===== src/rtl/if_stage_pkg.sv =====
// Shared fetch-stage constants and the next-PC selection encoding.
package if_stage_pkg;

    localparam int unsigned PC_W    = 6;
    localparam int unsigned INSTR_W = 16;

    localparam logic [PC_W-1:0]    RESET_PC  = 6'd0;
    localparam logic [PC_W-1:0]    PC_INC    = 6'd2;
    localparam logic [INSTR_W-1:0] NOP_INSTR = 16'h0000;

    typedef enum logic [1:0] {
        SEL_HOLD,
        SEL_BRANCH,
        SEL_SEQ
    } pc_sel_e;

endpackage


===== src/rtl/if_stage_if.sv =====
// Fetch-stage signal bundle: decode/hazard controls, instruction memory port, IF/ID outputs.
interface if_stage_if;
    import if_stage_pkg::*;

    logic               in_haz;
    logic               in_pc_src;
    logic [PC_W-1:0]    in_branch_tgt;
    logic [PC_W-1:0]    out_imem_addr;
    logic [INSTR_W-1:0] in_imem_data;
    logic [INSTR_W-1:0] out_instr;
    logic [PC_W-1:0]    out_pc_plus;
    logic               out_valid;
    logic               out_flush;
    logic [7:0]         out_stall_cnt;

    modport slave (
        input  in_haz, in_pc_src, in_branch_tgt, in_imem_data,
        output out_imem_addr, out_instr, out_pc_plus, out_valid, out_flush, out_stall_cnt
    );

    modport master (
        output in_haz, in_pc_src, in_branch_tgt, in_imem_data,
        input  out_imem_addr, out_instr, out_pc_plus, out_valid, out_flush, out_stall_cnt
    );

endinterface


===== src/rtl/if_stage_if_id_reg.sv =====
// IF/ID pipeline register: holds on stall, loads a NOP bubble on squash, else captures fetch.
module if_id_reg
    import if_stage_pkg::*;
(
    input  logic               clk_i,
    input  logic               rst_i,
    input  logic               hold_i,
    input  logic               squash_i,
    input  logic [INSTR_W-1:0] instr_i,
    input  logic [PC_W-1:0]    pc_plus_i,
    output logic [INSTR_W-1:0] instr_o,
    output logic [PC_W-1:0]    pc_plus_o,
    output logic               valid_o
);

    logic [INSTR_W-1:0] instr_q;
    logic [PC_W-1:0]    pc_plus_q;
    logic               valid_q;

    always_ff @(posedge clk_i) begin
        if (rst_i || squash_i) begin
            instr_q   <= NOP_INSTR;
            pc_plus_q <= '0;
            valid_q   <= 1'b0;
        end else if (!hold_i) begin
            instr_q   <= instr_i;
            pc_plus_q <= pc_plus_i;
            valid_q   <= 1'b1;
        end
    end

    assign instr_o   = instr_q;
    assign pc_plus_o = pc_plus_q;
    assign valid_o   = valid_q;

endmodule


===== src/rtl/if_stage.sv =====
// Instruction-fetch stage: PC register, next-PC select, IF/ID register and a saturating stall counter.
module if_stage
    import if_stage_pkg::*;
(
    input  logic    CLOCK,
    input  logic    in_rst,
    if_stage_if.slave bus
);

    pc_sel_e         sel;
    logic [PC_W-1:0] pc_q, pc_d, pc_plus;
    logic            flush_q, flush_d;
    logic [7:0]      stall_cnt_q, stall_cnt_d;

    assign pc_plus = pc_q + PC_INC;

    // Hazard outranks redirect: branch operands in decode are stale while stalled.
    always_comb begin
        sel = SEL_SEQ;
        if (bus.in_haz)
            sel = SEL_HOLD;
        else if (bus.in_pc_src)
            sel = SEL_BRANCH;
    end

    always_comb begin
        pc_d        = pc_plus;
        flush_d     = 1'b0;
        stall_cnt_d = stall_cnt_q;
        case (sel)
            SEL_HOLD: begin
                pc_d = pc_q;
                if (stall_cnt_q != 8'hFF)
                    stall_cnt_d = stall_cnt_q + 8'd1;
            end
            SEL_BRANCH: begin
                pc_d    = {bus.in_branch_tgt[PC_W-1:1], 1'b0};
                flush_d = 1'b1;
            end
            default: ;
        endcase
    end

    always_ff @(posedge CLOCK) begin
        if (in_rst) begin
            pc_q        <= RESET_PC;
            flush_q     <= 1'b0;
            stall_cnt_q <= '0;
        end else begin
            pc_q        <= pc_d;
            flush_q     <= flush_d;
            stall_cnt_q <= stall_cnt_d;
        end
    end

    if_id_reg u_if_id (
        .clk_i     (CLOCK),
        .rst_i     (in_rst),
        .hold_i    (sel == SEL_HOLD),
        .squash_i  (sel == SEL_BRANCH),
        .instr_i   (bus.in_imem_data),
        .pc_plus_i (pc_plus),
        .instr_o   (bus.out_instr),
        .pc_plus_o (bus.out_pc_plus),
        .valid_o   (bus.out_valid)
    );

    assign bus.out_imem_addr = pc_q;
    assign bus.out_flush     = flush_q;
    assign bus.out_stall_cnt = stall_cnt_q;

endmodule

===== src/flat_wrapper.sv =====
// flat-port wrapper written by rule: the top's interface ports become plain ports
module if_stage_flat import if_stage_pkg::*;
  (CLOCK, in_rst, bus_in_haz, bus_in_pc_src, bus_in_branch_tgt, bus_in_imem_data, bus_out_imem_addr, bus_out_instr, bus_out_pc_plus, bus_out_valid, bus_out_flush, bus_out_stall_cnt);
  if_stage_if bus_i ();
  input  logic CLOCK;
  input  logic in_rst;
  input wire logic [$bits(bus_i.in_haz)-1:0] bus_in_haz;
  input wire logic [$bits(bus_i.in_pc_src)-1:0] bus_in_pc_src;
  input wire logic [$bits(bus_i.in_branch_tgt)-1:0] bus_in_branch_tgt;
  input wire logic [$bits(bus_i.in_imem_data)-1:0] bus_in_imem_data;
  output wire logic [$bits(bus_i.out_imem_addr)-1:0] bus_out_imem_addr;
  output wire logic [$bits(bus_i.out_instr)-1:0] bus_out_instr;
  output wire logic [$bits(bus_i.out_pc_plus)-1:0] bus_out_pc_plus;
  output wire logic [$bits(bus_i.out_valid)-1:0] bus_out_valid;
  output wire logic [$bits(bus_i.out_flush)-1:0] bus_out_flush;
  output wire logic [$bits(bus_i.out_stall_cnt)-1:0] bus_out_stall_cnt;
  assign bus_i.in_haz = bus_in_haz;
  assign bus_i.in_pc_src = bus_in_pc_src;
  assign bus_i.in_branch_tgt = bus_in_branch_tgt;
  assign bus_i.in_imem_data = bus_in_imem_data;
  assign bus_out_imem_addr = bus_i.out_imem_addr;
  assign bus_out_instr = bus_i.out_instr;
  assign bus_out_pc_plus = bus_i.out_pc_plus;
  assign bus_out_valid = bus_i.out_valid;
  assign bus_out_flush = bus_i.out_flush;
  assign bus_out_stall_cnt = bus_i.out_stall_cnt;
  if_stage u_core (.CLOCK(CLOCK), .in_rst(in_rst), .bus(bus_i));
endmodule

===== config.mk =====
export PLATFORM = sky130hd
export DESIGN_NAME = if_stage_flat
export DESIGN_NICKNAME = d
export VERILOG_FILES = /design/src/rtl/if_stage_pkg.sv /design/src/rtl/if_stage_if.sv /design/src/rtl/if_stage_if_id_reg.sv /design/src/rtl/if_stage.sv /design/src/flat_wrapper.sv
export SDC_FILE = /design/constraint.sdc
export NUM_CORES = 1
export LEC_CHECK = 0
export ABC_AREA = 1
export BUFFER_PORTS_ARGS = -buffer_cell sky130_fd_sc_hd__buf_2
export CORE_ASPECT_RATIO = 0.5
export CORE_MARGIN = 1
export CORE_UTILIZATION = 44
export DETAILED_ROUTE_END_ITERATION = 8
export HOLD_SLACK_MARGIN = 0.05
export PLACE_DENSITY = 0.74
export SLEW_MARGIN = 20
export SYNTH_ARGS = -nofsm -noshare
export SYNTH_HDL_FRONTEND = slang
export SYNTH_SLANG_ARGS = --single-unit

===== constraint.sdc =====
create_clock -name CLOCK -period 1.5 [get_ports CLOCK]
set_input_delay 0.075 -clock CLOCK [delete_from_list [all_inputs] [get_ports CLOCK]]
set_output_delay 0.075 -clock CLOCK [all_outputs]
set_load 0.05 [all_outputs]

== Yosys cells after proc, flatten, opt, wreduce, memory -nomap -nowiden ==
Index checks and enable logic that the tools add are counted.

* $add $sub $neg: 2
* $mul: 0
* Divide/modulo/power cells: 0
* Order comparisons: 0
* Eq/ne operators: 2
* Shift operators: 0
* Mux-type cells: 4
* Bitwise gates (word level): 0
* Reductions and logical operators: 3

{| class="wikitable"
|+ Operators with widths
! kind !! count
|-
| case mux 6 bit (2 select lines) || 1
|-
| adder 8 x 1 -> 8 bit (second input constant) || 1
|-
| inequality test 8 bit (second input constant) || 1
|-
| adder 6 x 2 -> 6 bit (second input constant) || 1
|-
| two-way mux 2 bit || 2
|-
| equality test 2 x 1 -> 1 bit (second input constant) || 1
|-
| zero test 2 bit || 1
|-
| AND reduction 2 bit || 1
|-
| logical OR 1 bit || 1
|-
| two-way mux 1 bit || 1
|}

* Register bits: 38
* Latch bits: 0
* Memory bits (writable): 0
* Memory bits (read-only): 0
* Bits of input ports: 26
* Output and inout bits: 38
* Memories kept: 0

== Logic depth before layout (Yosys ltp) ==
* Word-level depth: 4
* Gate-level depth with buffers: 8
* Mapped depth without buffers: 8

== By module ==
Synthesis repeated with hierarchy kept, for this count alone.

* Cell total of the unflattened synthesis: 266
* Area, all modules: 1788.0 um^2

{| class="wikitable"
|+ By module, submodules not included
! module !! times used !! cells an instance !! area an instance (um^2)
|-
| if_id_reg || 1 || 143 || 993.5
|-
| if_stage || 1 || 123 || 794.5
|}

== Least setup slack after synthesis ==
No wires, ideal clock.

* Path kind: register -> register
* Start: reg u_core.stall_cnt_q[1] (netlist: u_core.bus.out_stall_cnt[1])
* End: reg u_core.stall_cnt_q[0] (netlist: u_core.bus.out_stall_cnt[0])
* Library setup time: 116 ps
* Arrival: 1485 ps
* Slack: -101 ps
* Stages on the path, launching flop included: 9
* Buffers on the path: 0
* Cell sequence: dfxtp_1 -> ha_1 -> inv_1 -> nor2_4 -> nand2_4 -> nand2_4 -> inv_2 -> nor2_1 -> nor2_1

* Word-level cells in the longest chain between the ends: 2

{| class="wikitable"
|+ Ends and longest elaborated chain
! item !! RTL line !! RTL
|-
| start, declared || if_stage.sv:13 || <nowiki>logic [7:0] stall_cnt_q, stall_cnt_d;</nowiki>
|-
| start signal, assigned || if_stage.sv:52 || <nowiki>stall_cnt_q <= stall_cnt_d;</nowiki>
|-
| inequality test 8 bit || if_stage.sv:33 || <nowiki>if (stall_cnt_q != 8'hFF)</nowiki>
|-
| AND reduction 2 bit (no line) || -- ||
|}

Every way passes these cells.
A chain may end at the register's enable or synchronous reset.

== Worst setup path after layout ==
* Start: reg u_core.stall_cnt_q[0] (netlist: u_core.bus.out_stall_cnt[0])
* End: reg u_core.stall_cnt_q[0] (netlist: u_core.bus.out_stall_cnt[0])

* Word-level cells in the longest chain between the ends: 2

{| class="wikitable"
|+ Ends and longest elaborated chain
! item
|-
| branches (longest 2 deep; another with adder 8 x 1 -> 8 bit)
|}

Parallel ways; which one is timed is not known.

==> results.yml <==
detailed_routing:
  drt_iter0_markers: 96
  antenna_left: 0
  routed_wl_mm: 3.736
  drc: 0
  vias: 1556
  viasPerCell: 4.773
  wl_per_cell_um: 11.46
  drt_first_pass_iters: 4
cts:
  numCtsBuffers: 5
  cts_max_level: 2
  cts_resized: 0
  postCtsHoldBufs: 18
  clkLatencyLatePin_ps: 290
  cts_tree: "done"
  root_buffer: "clkbuf_8"
  ctsLongestPathBuffers: 2
  cts_setup_buffers: 0
  clock_sinks: 36
  path_clk_slew_ps: 70
logic_synthesis:
  synth-seq-area-share_pct: 47.17
  post_synth.cell_area_avg_um2: 7.452
  synth_edf_count: 0
  synth_common_cells: "nand2_1 (69), dfxtp_1 (36), a21oi_1 (24)"
  yosys_warnings: 0
  synth_most_common_cell: "nand2_1"
  synth_cell_types: 26
  yosys-top-cells-area: "dfxtp_1 (47%), nand2_1 (17%), a21oi_1 (7.9%), nor2_1 (4.2%), inv_1 (3.2%)"
  synth_ff_type: "dfxtp_1"
  synth_top_area_share_pct: 47.17
  postSynthCellCount: 205
  synth-seq-cells: 36
  synthArstFlopShare_pct: 0
  synth_top_area_cell: "dfxtp_1"
  synth_area_um2: 1528
timing:
  finalCritPeriodShare_pct: 87.48
  finalMaxSlewViolations: 0
  finalHoldViolations: 0
  rsz0062_at_grt: "no"
  fmax_mhz: 762.0
  setup_viol: 0
  fin_ws_ps: 187.7
  setup_tns_ps: 0
  fin_worst_skew_ps: 5.761
  period_minus_slack_ps: 1312
floorplanning:
  num_rows: 14
  initial_core_util_pct: 48.45
  die_w_um: 85.33
  die-area_um2: 3726
  pin_count: 64
  core_area_um2: 3153
  die_y_um: 43.67
worst_setup_path:
  worstPathMaxFanout: 10
  cp_cell_sequence: "ha_1, inv_1, nor2_4, nand2_4, nand2_4, inv_2, nor2_1, nor2_1"
  crit_path_end_kind: "flop"
  critPathKind: "flop to flop"
  crit_slowest_cell: "dfxtp_2"
  cp-start-kind: "flop"
  cp.arrival_ps: 1500
  crit_path_max_incr_delay_ps: 350
  required_ps: 1680
  crit_buf_inv: 2
  cpLargestDelayFamily: "simple AND/OR/NAND/NOR gates"
global_route:
  grt_overflow: 0
  grt_pass1_wl_mm: 5.733
  use_met3_pct: 6.857
  grt.total_usage_pct: 20.64
  antenna_found_initial: 0
  use_met1_pct: 24.23
  grt_max_degree: 30
  grt_pass1_vias: 1302
  met2_usage_pct: 35.97
  grt-busiest-layer: "met2"
power_and_ir_drop:
  internal_power_uw: 1443
  p_clk_share_pct: 31.0
  power.density_nw_per_um2: 982.3
  p_switching_uw: 642.9
  p_leak_uw: 0.001047
  p_sw_share_pct: 30.82
  p_seq_share_pct: 49.4
  irDropWorstVdd_v: 0.0006288
  p_comb_share_pct: 19.6
cells_and_area:
  final_cell_area_um2: 2123
  nets: 314
  antenna_cells: 0
  drive_above_1_share_pct: 28.67
  area_growth_pct: 38.98
run_status:
  outcome: "finished, final reports clean"
placement:
  io_buffers: 60
  placed_cell_area_um2: 1856
  dp_slack_ps: 204.0
  dp_hpwl_mm: 2.426
  gp_congestion: 0.8103
job:
  cap_violations: 0
min_path:
  worstHoldPathType: "input port to flop"
[layer usage]
metal | routed length, um | part of all wire [%]
met1 | 1641 | 44
met2 | 1870 | 50
met4 | 54 | 1.4
met3 | 169 | 4.5
met5 | 0 | 0
[flip-flops by register name, indices dropped and copies added, names as in the netlist]
name,count
u_core.bus.out_flush,1
u_core.bus.out_imem_addr,5
u_core.bus.out_stall_cnt,8
u_core.u_if_id.instr_o,16
u_core.u_if_id.pc_plus_o,5
u_core.u_if_id.valid_o,1
[cell type report]
class / count / area, um^2
Clock buffer: 6 / 72.57
Clock inverter: 1 / 5.005
Fill cell: 287 / 1030
Inverter: 15 / 56.30
Multi-Input combinational cell: 145 / 695.7
Sequential cell: 36 / 723.2
Tap cell: 40 / 50.05
Timing Repair Buffer: 83 / 520.5
[kinds of logic after synthesis]
logic type                 after synthesis  share of synthesized area [%]
AOI/OAI and AO/OA                       35                          12.61
buffers and inverters                   25                          7.535
other                                    1                         0.2455
xor gates and xnor gates                 3                          1.720
adders and majority gates                2                          1.638
and+or+nand+nor                        103                          29.07
DFF                                     36                          47.17
[cells in the final DEF (no fill, tap or decap), types with 2 or more instances in the layout]
| master | Yosys | routed |
|---|---|---|
| xor2_1 | 3 | 3 |
| nor2_4 | 2 | 2 |
| dlygate4sd3_1 | 0 | 19 |
| a21oi_1 | 24 | 24 |
| nor2_1 | 17 | 17 |
| nand2_1 | 69 | 69 |
| a32oi_1 | 2 | 2 |
| o21ai_0 | 4 | 4 |
| nand2_4 | 2 | 2 |
| nand3_1 | 7 | 7 |
| ha_1 | 2 | 2 |
| inv_1 | 13 | 13 |
| inv_2 | 2 | 2 |
| buf_2 | 5 | 60 |
| conb_1 | 1 | 2 |
| nand4_1 | 3 | 3 |
| buf_4 | 4 | 4 |
| dfxtp_2 | 0 | 2 |
| dfxtp_1 | 36 | 34 |
| clkbuf_8 | 0 | 5 |
[through the flow]
step | hold slack, ps | std cells | utilization, % | power, uW
2_1_floorplan | 184.6 | 206 | - | 1323
4_1_cts | 52.01 | 325 | 67.02 | 2095
3_5_place_dp | 277.2 | 300 | 58.85 | 1420
6_report | 77.05 | 326 | 67.34 | 2086
3_3_place_gp | 272.0 | 300 | 58.85 | 1414
5_1_grt | 82.05 | 326 | 67.34 | 2191
[power groups by stage]
| stage | sequential (uW) | combinational (uW) | clock (uW) |
|---|---|---|---|
| after floorplan | 1200 | 125 | 0 |
| after global placement | 1050 | 364 | 0 |
| after detailed placement | 1050 | 369 | 0 |
| after CTS | 1030 | 405 | 660 |
| after global routing | 1030 | 439 | 716 |
| final | 1030 | 409 | 646 |
[worst paths after layout]
check,from,end,slack (ps),depth (start not counted)
setup / recovery,u_core.bus.out_stall_cnt[0],u_core.bus.out_stall_cnt[0],190,8
hold / removal,in_rst,u_core.bus.out_stall_cnt[2],80,2
setup reg to reg,u_core.bus.out_stall_cnt[0],u_core.bus.out_stall_cnt[0],190,8
hold reg to reg,u_core.u_if_id.instr_o[6],u_core.u_if_id.instr_o[6],450,2
(Power assumes the default switching activity.)
